## src/rtl/areg_booth_if.sv

```systemverilog
// Booth A-register bus: controller-side op select and operands, register-side results.
//   master: drives ctrl/in/m, observes o/shiftBit/ovf/cnt/done (Booth controller)
//   slave : the A register itself
interface areg_booth_if #(
  parameter int unsigned WIDTH = 4,
  parameter int unsigned STEPS = WIDTH,
  parameter int unsigned CW    = $clog2(STEPS + 1)
);
  logic [2:0]       ctrl;
  logic [WIDTH-1:0] in;
  logic [WIDTH-1:0] m;
  logic [WIDTH-1:0] o;
  logic             shiftBit;
  logic             ovf;
  logic [CW-1:0]    cnt;
  logic             done;

  modport master (output ctrl, in, m, input o, shiftBit, ovf, cnt, done);
  modport slave  (input ctrl, in, m, output o, shiftBit, ovf, cnt, done);
endinterface

```

## src/rtl/areg_booth.sv

```systemverilog
// Accumulator (A) register for a Booth multiplier: load/clear/hold, arithmetic
// shift right, add/sub of the multiplicand, fused add/sub-then-shift, and a
// saturating step counter that flags a completed STEPS-long sequence.
//   clk, rst : clock and synchronous active-high reset
//   bus      : areg_booth_if.slave (ctrl, in, m -> o, shiftBit, ovf, cnt, done)
module areg_booth #(
  parameter int unsigned WIDTH = 4,
  parameter int unsigned STEPS = WIDTH,
  parameter int unsigned CW    = $clog2(STEPS + 1)
) (
  input  logic          clk,
  input  logic          rst,
  areg_booth_if.slave   bus
);

  localparam int unsigned W = WIDTH;

  typedef enum logic [2:0] {
    OP_LOAD     = 3'b000,
    OP_CLEAR    = 3'b001,
    OP_ASHR     = 3'b010,
    OP_HOLD     = 3'b011,
    OP_ADD      = 3'b100,
    OP_SUB      = 3'b101,
    OP_ADD_ASHR = 3'b110,
    OP_SUB_ASHR = 3'b111
  } op_e;

  logic [W-1:0]  o_q, o_d;
  logic          shift_bit_q, shift_bit_d;
  logic          ovf_q, ovf_d;
  logic [CW-1:0] cnt_q, cnt_d;
  logic          done_w;
  logic [W:0]    ext_o, ext_m, s;

  // Sign-extended W+1 bit sum/difference: exact, so overflow and fused shifts
  // both derive from it.
  assign ext_o  = {o_q[W-1], o_q};
  assign ext_m  = {bus.m[W-1], bus.m};
  assign s      = bus.ctrl[0] ? (ext_o - ext_m) : (ext_o + ext_m);
  assign done_w = (cnt_q == CW'(STEPS));

  // Next-state selection; shift-type ops freeze once the sequence is done.
  always_comb begin
    o_d         = o_q;
    shift_bit_d = shift_bit_q;
    ovf_d       = ovf_q;
    cnt_d       = cnt_q;
    unique case (op_e'(bus.ctrl))
      OP_LOAD: begin
        o_d         = bus.in;
        shift_bit_d = 1'b0;
        ovf_d       = 1'b0;
        cnt_d       = '0;
      end
      OP_CLEAR: begin
        o_d         = '0;
        shift_bit_d = 1'b0;
        ovf_d       = 1'b0;
        cnt_d       = '0;
      end
      OP_ASHR: begin
        if (!done_w) begin
          o_d         = {o_q[W-1], o_q[W-1:1]};
          shift_bit_d = o_q[0];
          cnt_d       = cnt_q + CW'(1);
        end
      end
      OP_HOLD: begin
      end
      OP_ADD, OP_SUB: begin
        o_d   = s[W-1:0];
        // Truncation to W bits loses information iff the top two bits differ.
        ovf_d = s[W] ^ s[W-1];
      end
      OP_ADD_ASHR, OP_SUB_ASHR: begin
        if (!done_w) begin
          o_d         = s[W:1];
          shift_bit_d = s[0];
          ovf_d       = 1'b0;
          cnt_d       = cnt_q + CW'(1);
        end
      end
      default: begin
      end
    endcase
  end

  // State register with synchronous reset.
  always_ff @(posedge clk) begin
    if (rst) begin
      o_q         <= '0;
      shift_bit_q <= 1'b0;
      ovf_q       <= 1'b0;
      cnt_q       <= '0;
    end else begin
      o_q         <= o_d;
      shift_bit_q <= shift_bit_d;
      ovf_q       <= ovf_d;
      cnt_q       <= cnt_d;
    end
  end

  assign bus.o        = o_q;
  assign bus.shiftBit = shift_bit_q;
  assign bus.ovf      = ovf_q;
  assign bus.cnt      = cnt_q;
  assign bus.done     = done_w;

endmodule

```

## src/flat_wrapper.sv

```systemverilog
// flat-port wrapper written by rule: the top's interface ports become plain ports
module areg_booth_flat 
#(
  parameter int unsigned WIDTH = 4,
  parameter int unsigned STEPS = WIDTH,
  parameter int unsigned CW    = $clog2(STEPS + 1)
)
  (clk, rst, bus_ctrl, bus_in, bus_m, bus_o, bus_shiftBit, bus_ovf, bus_cnt, bus_done);
  areg_booth_if #(.WIDTH(WIDTH), .STEPS(STEPS), .CW(CW)) bus_i ();
  input  logic clk;
  input  logic rst;
  input wire logic [$bits(bus_i.ctrl)-1:0] bus_ctrl;
  input wire logic [$bits(bus_i.in)-1:0] bus_in;
  input wire logic [$bits(bus_i.m)-1:0] bus_m;
  output wire logic [$bits(bus_i.o)-1:0] bus_o;
  output wire logic [$bits(bus_i.shiftBit)-1:0] bus_shiftBit;
  output wire logic [$bits(bus_i.ovf)-1:0] bus_ovf;
  output wire logic [$bits(bus_i.cnt)-1:0] bus_cnt;
  output wire logic [$bits(bus_i.done)-1:0] bus_done;
  assign bus_i.ctrl = bus_ctrl;
  assign bus_i.in = bus_in;
  assign bus_i.m = bus_m;
  assign bus_o = bus_i.o;
  assign bus_shiftBit = bus_i.shiftBit;
  assign bus_ovf = bus_i.ovf;
  assign bus_cnt = bus_i.cnt;
  assign bus_done = bus_i.done;
  areg_booth #(.WIDTH(WIDTH), .STEPS(STEPS), .CW(CW)) u_core (.clk(clk), .rst(rst), .bus(bus_i));
endmodule
```

## config.mk

```make
export PLATFORM = sky130hd
export DESIGN_NAME = areg_booth_flat
export DESIGN_NICKNAME = d
export VERILOG_FILES = /design/src/rtl/areg_booth_if.sv /design/src/rtl/areg_booth.sv /design/src/flat_wrapper.sv
export SDC_FILE = /design/constraint.sdc
export NUM_CORES = 1
export LEC_CHECK = 0
export ABC_AREA = 1
export BUFFER_PORTS_ARGS = -buffer_cell sky130_fd_sc_hd__buf_2
export CORE_UTILIZATION = 46
export DETAILED_ROUTE_END_ITERATION = 12
export PLACE_DENSITY = 0.76
export SLEW_MARGIN = 20
export SYNTH_ARGS = -nofsm -noshare
export SYNTH_HDL_FRONTEND = slang
export SYNTH_SLANG_ARGS = --single-unit
export TNS_END_PERCENT = 5
```

## constraint.sdc

```tcl
create_clock -name clk -period 3 [get_ports clk]
set_clock_uncertainty 0.15 [all_clocks]
set_input_delay 0.75 -clock clk [delete_from_list [all_inputs] [get_ports clk]]
set_output_delay 0.75 -clock clk [all_outputs]
set_load 0.05 [all_outputs]
```

==> Yosys cells after proc, flatten, opt, wreduce, memory -nomap -nowiden <==
Cells that the tools add are included.
{ "word_totals": {"reg_bits": 9, "latch_bits": 0, "ram_bits": 0, "romBits": 0, "inputBits": 13, "word_cells": 46, "mem_count": 0} }
{ "op_classes": {"n_addsub": 3, "mul": 0, "div": 0, "order_cmp": 0, "n_eq_ne": 10, "shifts": 0, "muxes": 11, "n_bitwise": 2, "reduce_logical": 15} }
{ "ops": {"columns": ["op", "count"], "rows": [
  ["$pmux W4 S5", 1],
  ["$eq A3 B3 Y1 const B", 5],
  ["$reduce_and A3 Y1", 3],
  ["$mux W3", 2],
  ["$ne A2 B2 Y1 const B", 3],
  ["$pmux W1 S3", 2],
  ["$pmux W3 S2", 1],
  ["$reduce_bool A3 Y1", 2],
  ["$reduce_or A2 Y1", 3],
  ["$add A4 B4 Y5", 1],
  ["$mux W5", 1],
  ["$reduce_bool A5 Y1", 1],
  ["$sub A4 B4 Y5", 1],
  ["$mux W4", 1],
  ["$reduce_and A2 Y1", 2],
  ["$reduce_bool A4 Y1", 1],
  ["$add A3 B1 Y3 const B", 1],
  ["$eq A3 B1 Y1 const B", 1],
  ["$eq A3 B2 Y1 const B", 1],
  ["$logic_not A3 Y1", 1],
  ["$mux W1", 3],
  ["$reduce_or A3 Y1", 1],
  ["$reduce_bool A2 Y1", 1],
  ["$not A1 Y1", 1],
  ["$xor A1 B1 Y1", 1]
]} }

==> Longest topological paths before layout <==
Gate-level depths: netlist of the first run.
{ "depth": {"ltp_word": 4, "depth_mapped": 16, "depth_no_buf": 16} }

==> Worst setup path after synthesis of the first run <==
OpenSTA, ideal clock, no wires.
{ "synth_timing": {"path_kind": "input to register", "start": "in bus_m[1]", "end": "reg u_core.ovf_q, in the netlist u_core.bus.ovf", "setup_ns": 0.109, "t_arrival_ns": 2.164, "setup_slack_ns": 0.577, "path_stages": 14, "cell_sequence": "inv_1 -> ha_1 -> o21ai_0 -> fa_1 -> inv_1 -> nor2_1 -> nor2_1 -> inv_1 -> nand2_1 -> nand2_1 -> nand2_1 -> nand3_1 -> nand2_1 -> inv_1"} }
{ "synth_between": {"elab_chain_cells": 4, "word_cells_on_any_way": 5, "classes_between": "2 x add/sub; 2 x mux; 1 x bitwise"} }
{ "synth_rtl": {"columns": ["element", "line", "rtl"], "rows": [
  ["start, declared", "flat_wrapper.sv:14", "input wire logic [$bits(bus_i.m)-1:0] bus_m;"],
  ["$add A4 B4 Y5 or $sub A4 B4 Y5 (tied branches)", "areg_booth.sv:40", "assign s = bus.ctrl[0] ? (ext_o - ext_m) : (ext_o + ext_m);"],
  ["$mux W5 *", "areg_booth.sv:40", null],
  ["$xor A1 B1 Y1 *", "areg_booth.sv:74", "ovf_d = s[W] ^ s[W-1];"],
  ["$pmux W1 S3 *", "areg_booth.sv:49", "unique case (op_e'(bus.ctrl))"],
  ["end signal, assigned", "areg_booth.sv:99", "ovf_q <= ovf_d;"],
  ["end, declared", "areg_booth.sv:31", "logic ovf_q, ovf_d;"]
]} }
Every way passes the cells marked *; elsewhere a longest branch is shown, timed or not.
A chain may end at the register's enable or synchronous reset.

==> Worst setup path in the final report of the first run <==
{ "layout_timing": {"start": "in bus_m[0]", "end": "reg u_core.o_q[3], in the netlist u_core.bus.o[3]"} }
{ "layout_between": {"elab_chain_cells": 4, "word_cells_on_any_way": 5, "classes_between": "2 x add/sub; 3 x mux"} }
{ "layout_rtl": {"columns": ["element", "line", "rtl"], "rows": [
  ["$add A4 B4 Y5 or $sub A4 B4 Y5 (tied branches)", "areg_booth.sv:40", null],
  ["$mux W5 *", "areg_booth.sv:40", null],
  ["$mux W4", "areg_booth.sv:77", "if (!done_w) begin"],
  ["$pmux W4 S5 *", "areg_booth.sv:49", null],
  ["end signal, assigned", "areg_booth.sv:92", "o_q <= '0;"],
  ["end signal, assigned", "areg_booth.sv:97", "o_q <= o_d;"],
  ["end, declared", "areg_booth.sv:29", "logic [W-1:0] o_q, o_d;"]
]} }
Every way passes the cells marked *; elsewhere a longest branch is shown, timed or not. The select of a mux whose other input is x is not followed.

==> impl_metrics.tcl, run 1 <==
set metrics [dict create \
    syn-num-nets 154 \
    drt-initial-drc-count 36 \
    yosys.area.top_type_share_pct 21.4 \
    timing_worst_slew_pin_value_ns 0.362 \
    first_pass_grt_wire_length_um 3160 \
    cap_violations 0 \
    cts-root-buf "sky130_fd_sc_hd__clkbuf_4" \
    post_synth_main_area_contributors "sky130_fd_sc_hd__dfxtp_1, sky130_fd_sc_hd__nand2_1, sky130_fd_sc_hd__inv_1, sky130_fd_sc_hd__ha_1, sky130_fd_sc_hd__a21oi_1" \
    largest_family_of_logic_cells_by_synthesized_area "simple AND/OR/NAND/NOR gates" \
    most_numerous_cell_on_the_critical_path "sky130_fd_sc_hd__nand2_1" \
    kind_of_cell_with_the_highest_combined_delay_on_the_critical_path "simple AND/OR/NAND/NOR gates" \
    crit_path_max_incr_delay_ns 0.30 \
    cp_num_cells 16 \
    synth-compound-area-share_pct 19.0 \
    max_slew_margin_pct 75.6 \
    power.leakage_nw 0.579 \
    setup.worst_path.start "bus_m[0]" \
    antenna-diode-count 0 \
    mappedNetlistArea_um2 842 \
    wirelength_um 1860 \
    synth_xor_xnor_area_share_pct 2.08 \
    grt_max_degree 10 \
    drc_violation_count_after_routing 0 \
    path_max_fanout 4 \
    clk_path_buf_depth 2 \
    grt_antenna_before_repair 0 \
    worst_r2r_startpoint "u_core.bus.o[0]$_SDFFE_PP0P_" \
    synth_cell_types 23 \
    cts_resized 0 \
    clk_transition_reported_paths_ns 0.06 \
    synth_warnings 0 \
    floorplan.die.width_um 44.8 \
    cts.sink_count 9 \
    area_growth_syn_to_layout_pct 18.3 \
    layout.core_utilization_pct 57.7 \
    reg2reg_slack_ns 1.13 \
    hold_buffers 0 \
    synth_simple_gate_area_share_pct 31.1 \
    placement.setup.worst_slack_ns 0.298 \
    r2r.worst_path.cells 14 \
    ir_worst_vdd_uv 243 \
    post-cts-setup-buffers 0 \
    coreArea_um2 1730 \
    post_synthesis_mean_instance_area_um2 6.33 \
    total_negative_setup_slacks_ns 0 \
    post_synth_inst_count 133 \
    insertion_delay_ns 0.26 \
    synth_adder_area_share_pct 12.8 \
    regToRegEndpoint "u_core.bus.ovf$_SDFFE_PP0P_" \
    critical_path.slowest_cell "sky130_fd_sc_hd__ha_1" \
    drt_pass1_iterations 4 \
    startpoint_type_of_the_worst_setup_path "primary input" \
    grt_pass1_vias 768 \
    worstPathArrival_ns 2.47 \
    floorplan_row_count 15 \
    min_period_over_period_pct 80.6 \
    gr-usage-all-layers_pct 21.9 \
    min-delay-path-class "register to register" \
    worst-endpoint-required_ns 3.05 \
    synth_mux_area_share_pct 0 \
    floorplan.die_area_um2 2010 \
    clock_tree_from_tritoncts "done" \
    cts_max_level 1 \
    global_route.overflow_total 0 \
    synth_top_cell_by_area "sky130_fd_sc_hd__dfxtp_1" \
    yosys_register_bits 9 \
    worst-path-buf-inv 3 \
    critical_path_end_type "register" \
    finalCriticalPeriod_ns 2.42 \
    pin_count 23 \
    finalSetupViolations 0 \
    max_freq_mhz 414 \
    route.detailed.vias_per_inst 5.01 \
    final.fill_count 183 \
    setup_ws_ns 0.582 \
    antenna_left 0 \
    whs_ns 0.346 \
    unrepaired_setup_endpoints_after_global_routing "false" \
    globalplace.congestion 0.793 \
    num-nets-final 180 \
    path_cells "buf_2, inv_1, ha_1, nor2_1, nor2_1, a22oi_1, ha_1, a21oi_1, nand2_1, nand2_1, nand3_1, nand2_1, inv_1, nand2_1, nand2_1, a21oi_1" \
    numCtsBuffers 3 \
    post_drt_wl_per_cell_um 10.2 \
    yosysSeqAreaShare_pct 21.4 \
    result_of_the_run "completed" \
    crit_path_end "u_core.bus.o[3]$_SDFFE_PP0P_" \
    numPortBuffers 22 \
    initial_core_util_pct 48.8 \
    power_density_nw_per_um2 432 \
    share_of_layout_cells_above_drive_strength_1_pct 20.9 \
    worstSetupPathType "primary input to register" \
    dr_total_vias 917 \
    final_max_slew_viol_count 0 \
    detailed_place_hpwl_um 1560 \
    number_of_endpoints_with_negative_hold_slack_in_the_final_report 0 \
    die_y_um 44.8 \
]
-- layer usage --
metal  vias up  part of all wire, %  track usage [%]  wire (µm)
met2        24                   51             37.1        948
met4         0                  1.4             12.7         26
li1        483                    -                -          -
met5         -                    0                0          0
met1       406                   43             26.2        805
met3         4                  4.2             3.60         78
-- Yosys cell counts --
master / number
sky130_fd_sc_hd__nand2_1: 31
sky130_fd_sc_hd__inv_1: 25
sky130_fd_sc_hd__a21oi_1: 13
sky130_fd_sc_hd__nand3_1: 10
sky130_fd_sc_hd__nor2_1: 10
sky130_fd_sc_hd__dfxtp_1: 9
sky130_fd_sc_hd__ha_1: 7
sky130_fd_sc_hd__o21ai_0: 6
sky130_fd_sc_hd__a31oi_1: 3
sky130_fd_sc_hd__inv_2: 2
sky130_fd_sc_hd__nand2_4: 2
sky130_fd_sc_hd__nand4_1: 2
sky130_fd_sc_hd__o21ai_2: 2
sky130_fd_sc_hd__xor2_1: 2
sky130_fd_sc_hd__a22oi_1: 1
sky130_fd_sc_hd__clkbuf_8: 1
sky130_fd_sc_hd__fa_1: 1
sky130_fd_sc_hd__nand2_2: 1
sky130_fd_sc_hd__nor2_4: 1
sky130_fd_sc_hd__nor3_1: 1
sky130_fd_sc_hd__o211ai_1: 1
sky130_fd_sc_hd__o21bai_1: 1
sky130_fd_sc_hd__o22ai_1: 1
-- worst reg2reg max path, stage by stage, from the launching register on --
cell                      delay [ns]
sky130_fd_sc_hd__dfxtp_1        0.34
sky130_fd_sc_hd__inv_1          0.07
sky130_fd_sc_hd__ha_1           0.13
sky130_fd_sc_hd__inv_1          0.06
sky130_fd_sc_hd__fa_1           0.40
sky130_fd_sc_hd__inv_1          0.07
sky130_fd_sc_hd__nor2_1         0.04
sky130_fd_sc_hd__nor2_1         0.11
sky130_fd_sc_hd__inv_1          0.05
sky130_fd_sc_hd__nand2_1        0.10
sky130_fd_sc_hd__nand2_1        0.06
sky130_fd_sc_hd__nand2_1        0.05
sky130_fd_sc_hd__nand3_1        0.07
sky130_fd_sc_hd__nand2_1        0.05
sky130_fd_sc_hd__inv_1          0.03
-- power breakdown --
group | switching [W] | internal, W | total, W | leakage (nW)
logic | 0.000130 | 0.0000638 | 0.000194 | 0.490
registers | 0.0000122 | 0.000131 | 0.000143 | 0.0741
clock network | 0.0000425 | 0.0000513 | 0.0000937 | 0.0150
total | 0.000185 | 0.000246 | 0.000431 | 0.579
-- worst min path at each step --
stage	depth (start not counted)	endpoint	slack, ns	startpoint
3_3_place_gp	1	u_core.bus.cnt[0]$_SDFFE_PP0P_	0.33	u_core.bus.cnt[0]$_SDFFE_PP0P_
6_report	2	u_core.bus.cnt[1]$_SDFFE_PP0P_	0.35	u_core.bus.cnt[1]$_SDFFE_PP0P_
2_1_floorplan	2	u_core.bus.cnt[1]$_SDFFE_PP0P_	0.55	u_core.bus.cnt[1]$_SDFFE_PP0P_
3_5_place_dp	2	u_core.bus.cnt[1]$_SDFFE_PP0P_	0.35	u_core.bus.cnt[1]$_SDFFE_PP0P_
5_1_grt	2	u_core.bus.cnt[1]$_SDFFE_PP0P_	0.39	u_core.bus.cnt[1]$_SDFFE_PP0P_
4_1_cts	2	u_core.bus.cnt[1]$_SDFFE_PP0P_	0.35	u_core.bus.cnt[1]$_SDFFE_PP0P_
-- layout make-up --
cell class                 count  area [µm²]  area share [%]
tap                           25        31.3            3.14
sequential                     9         180            18.1
multi-input combinational     96         547            54.9
inverter                      27         101            10.2
timing repair buffer          22         110            11.1
clock buffer                   4        26.3            2.64
-- registers in the layout, summed over array words and instances (netlist names) --
| name | count |
|---|---|
| u_core.bus.ovf | 1 |
| u_core.bus.cnt | 3 |
| u_core.bus.o | 4 |
| u_core.bus.shiftBit | 1 |
-- through the flow --
step	power, W	std cells	area [µm²]
2_1_floorplan	0.000294	133	842
3_3_place_gp	0.000334	179	970
3_5_place_dp	0.000340	179	970
4_1_cts	0.000436	183	996
5_1_grt	0.000468	183	996
6_report	0.000431	183	996
-- logic make-up (layout without fill, tap and decap cells) --
group	count (synthesis)	count (layout)
AO/OA/AOI/OAI	28	28
XOR/XNOR	2	2
adder cells (fa/ha/maj)	8	8
buffers and inverters	28	53
flip-flops	9	9
AND/OR/NAND/NOR	58	58
-- placed cells by master (no fill, tap or decap) --
cell,count
sky130_fd_sc_hd__o21ai_2,2
sky130_fd_sc_hd__nand2_2,1
sky130_fd_sc_hd__o21bai_1,1
sky130_fd_sc_hd__nor3_1,1
sky130_fd_sc_hd__nand2_1,31
sky130_fd_sc_hd__a21oi_1,13
sky130_fd_sc_hd__inv_2,2
sky130_fd_sc_hd__o21ai_0,6
sky130_fd_sc_hd__nand2_4,2
sky130_fd_sc_hd__xor2_1,2
sky130_fd_sc_hd__nor2_1,10
sky130_fd_sc_hd__o211ai_1,1
sky130_fd_sc_hd__nand4_1,2
sky130_fd_sc_hd__clkbuf_4,3
sky130_fd_sc_hd__a22oi_1,1
sky130_fd_sc_hd__o22ai_1,1
sky130_fd_sc_hd__nand3_1,10
sky130_fd_sc_hd__ha_1,7
sky130_fd_sc_hd__dfxtp_1,9
sky130_fd_sc_hd__clkbuf_1,1
sky130_fd_sc_hd__nor2_4,1
sky130_fd_sc_hd__fa_1,1
sky130_fd_sc_hd__inv_1,25
sky130_fd_sc_hd__a31oi_1,3
sky130_fd_sc_hd__buf_2,22
Note: power is estimated with default switching activity, not from simulation.
==> inputs of run 2 (changes only) <==
--- a/config.mk
+++ b/config.mk
@@ -9,7 +9,7 @@
 export BUFFER_PORTS_ARGS = -buffer_cell sky130_fd_sc_hd__buf_2
 export CORE_UTILIZATION = 46
 export DETAILED_ROUTE_END_ITERATION = 12
-export PLACE_DENSITY = 0.76
+export PLACE_DENSITY = 0.79
 export SLEW_MARGIN = 20
 export SYNTH_ARGS = -nofsm -noshare
 export SYNTH_HDL_FRONTEND = slang
==> constraint.sdc (replaced) <==
create_clock -name clk -period 2.1 [get_ports clk]
set_clock_uncertainty 0.15 [all_clocks]
set_input_delay 0.525 -clock clk [delete_from_list [all_inputs] [get_ports clk]]
set_output_delay 0.525 -clock clk [all_outputs]
set_load 0.05 [all_outputs]
==> impl_metrics.tcl, run 2 (synthesized netlist as in run 1, its figures left out) <==
set metrics [dict create \
    coreArea_um2 1730 \
    ir_worst_vdd_uv 387 \
    worst-endpoint-required_ns 2.15 \
    route.detailed.vias_per_inst 5.16 \
    area_growth_syn_to_layout_pct 40.7 \
    mostFrequentLayoutCells "sky130_fd_sc_hd__nand2_1, sky130_fd_sc_hd__inv_1, sky130_fd_sc_hd__buf_2" \
    max_freq_mhz 481 \
    final_max_slew_viol_count 0 \
    r2r.worst_path.cells 13 \
    final.fill_count 150 \
    gr-usage-all-layers_pct 22.8 \
    cts-root-buf "sky130_fd_sc_hd__clkbuf_4" \
    dr_total_vias 985 \
    drt_pass1_iterations 4 \
    cts.sink_count 9 \
    setup_ws_ns 0.0213 \
    hold_buffers 0 \
    numPortBuffers 22 \
    regToRegEndpoint "u_core.bus.o[3]$_SDFFE_PP0P_" \
    global_route.overflow_total 0 \
    antenna_left 0 \
    number_of_endpoints_with_negative_hold_slack_in_the_final_report 0 \
    floorplan.die_area_um2 2010 \
    min_period_over_period_pct 99.0 \
    fin_cells 191 \
    grt_antenna_before_repair 0 \
    power_w 0.000696 \
    clk_transition_reported_paths_ns 0.07 \
    worstPathArrival_ns 2.13 \
    holdPathEnd "u_core.bus.o[2]$_SDFFE_PP0P_" \
    antenna-diode-count 0 \
    grt_max_degree 8 \
    grt_pass1_vias 838 \
    min-delay-path-class "primary input to register" \
    cts_max_level 1 \
    pin_count 23 \
    whs_path_depth 2 \
    unrepaired_setup_endpoints_after_global_routing "true" \
    clock_tree_from_tritoncts "done" \
    detailed_place_hpwl_um 1610 \
    placement.setup.worst_slack_ns -0.374 \
    result_of_the_run "completed" \
    post_drt_wl_per_cell_um 11.3 \
    initial_core_util_pct 48.8 \
    critical_path_end_type "register" \
    power_density_nw_per_um2 588 \
    floorplan.die.width_um 44.8 \
    globalplace.congestion 0.832 \
    insertion_delay_ns 0.27 \
    startpoint_type_of_the_worst_setup_path "primary input" \
    worst_hold_start "rst" \
    layout.cells.most_common "sky130_fd_sc_hd__nand2_1" \
    path_max_fanout 4 \
    worst_r2r_startpoint "u_core.bus.o[0]$_SDFFE_PP0P_" \
    cap_violations 0 \
    number_of_placed_instances_taps_included 186 \
    worstSetupPathType "primary input to register" \
    reg2reg_slack_ns 0.22 \
    die_y_um 44.8 \
    wirelength_um 2170 \
    drc_violation_count_after_routing 0 \
    finalCriticalPeriod_ns 2.08 \
    clk_path_buf_depth 2 \
    drt-initial-drc-count 24 \
    first_pass_grt_wire_length_um 3350 \
    finalSetupViolations 0 \
    floorplan_row_count 15 \
    power.leakage_nw 0.637 \
    max_slew_margin_pct 83.1 \
    share_of_layout_cells_above_drive_strength_1_pct 34.9 \
    numCtsBuffers 3 \
    largest_reg_flops 4 \
    timing_worst_slew_pin_value_ns 0.252 \
    num-nets-final 188 \
]
[run 2: timing repair]
item                                    4_1_cts  5_1_grt
setup buffers                                 1        0
pin swaps                                     4       11
gates resized for setup                       7       10
endpoints found under the setup margin        3        5
[run 2: critical path, stage by stage]
cell and delay, ns:
sky130_fd_sc_hd__buf_8 0.09, sky130_fd_sc_hd__inv_12 0.03, sky130_fd_sc_hd__ha_4 0.15, sky130_fd_sc_hd__nor2_4 0.08, sky130_fd_sc_hd__nor2_2 0.04, sky130_fd_sc_hd__a22oi_1 0.16
sky130_fd_sc_hd__ha_1 0.30, sky130_fd_sc_hd__a21oi_2 0.18, sky130_fd_sc_hd__nand2_1 0.08, sky130_fd_sc_hd__nand2_2 0.08, sky130_fd_sc_hd__nand3_2 0.08, sky130_fd_sc_hd__nand2_1 0.06
sky130_fd_sc_hd__inv_1 0.04, sky130_fd_sc_hd__nand2_1 0.05, sky130_fd_sc_hd__nand2_1 0.05, sky130_fd_sc_hd__a21oi_1 0.12
[run 2: worst max-delay path by stage]
stage,from,end,slack (ns),cells after the start
after CTS,bus_m[0],u_core.bus.ovf$_SDFFE_PP0P_,0.004,17
after floorplan,bus_m[1],u_core.bus.o[3]$_SDFFE_PP0P_,-0.02,15
after detailed placement,bus_m[1],u_core.bus.o[3]$_SDFFE_PP0P_,-0.37,16
after global routing,bus_m[2],u_core.bus.ovf$_SDFFE_PP0P_,-0.09,16
final,bus_m[1],u_core.bus.o[3]$_SDFFE_PP0P_,0.02,16
after global placement,bus_m[1],u_core.bus.o[3]$_SDFFE_PP0P_,-0.26,16
[run 2: per-stage QoR]
| step | hold slack [ns] | instance area [µm²] | util (%) | setup TNS (ns) |
|---|---|---|---|---|
| after global placement | 0.327 | 1090 | 63.0 | -1.14 |
| after detailed placement | 0.347 | 1090 | 63.0 | -1.38 |
| after floorplan | 0.444 | 908 | - | -0.0222 |
| after global routing | 0.344 | 1180 | 68.6 | -0.229 |
| after CTS | 0.329 | 1140 | 66.2 | 0 |
| final | 0.330 | 1180 | 68.6 | 0 |
[run 2: report_power, final]
part           internal (W)  total, W  switching (W)
Clock             0.0000737  0.000145      0.0000714
Sequential         0.000187  0.000204      0.0000176
Combinational      0.000129  0.000347       0.000218
Total              0.000389  0.000696       0.000307
[run 2: final cells by class]
class | instances | area (µm²) | area share, %
clock buffers | 4 | 26.3 | 2.22
inverters | 27 | 121 | 10.2
multi-input cells | 96 | 636 | 53.6
flip-flops and latches | 9 | 180 | 15.2
well taps | 25 | 31.3 | 2.64
repair buffers | 30 | 190 | 16.1
[run 2: layer usage]
| layer | wire length, µm | track usage, % |
|---|---|---|
| met1 | 934 | 27.4 |
| met2 | 1080 | 39.4 |
| met3 | 101 | 4.00 |
| met4 | 48 | 10.3 |
| met5 | 0 | 0 |
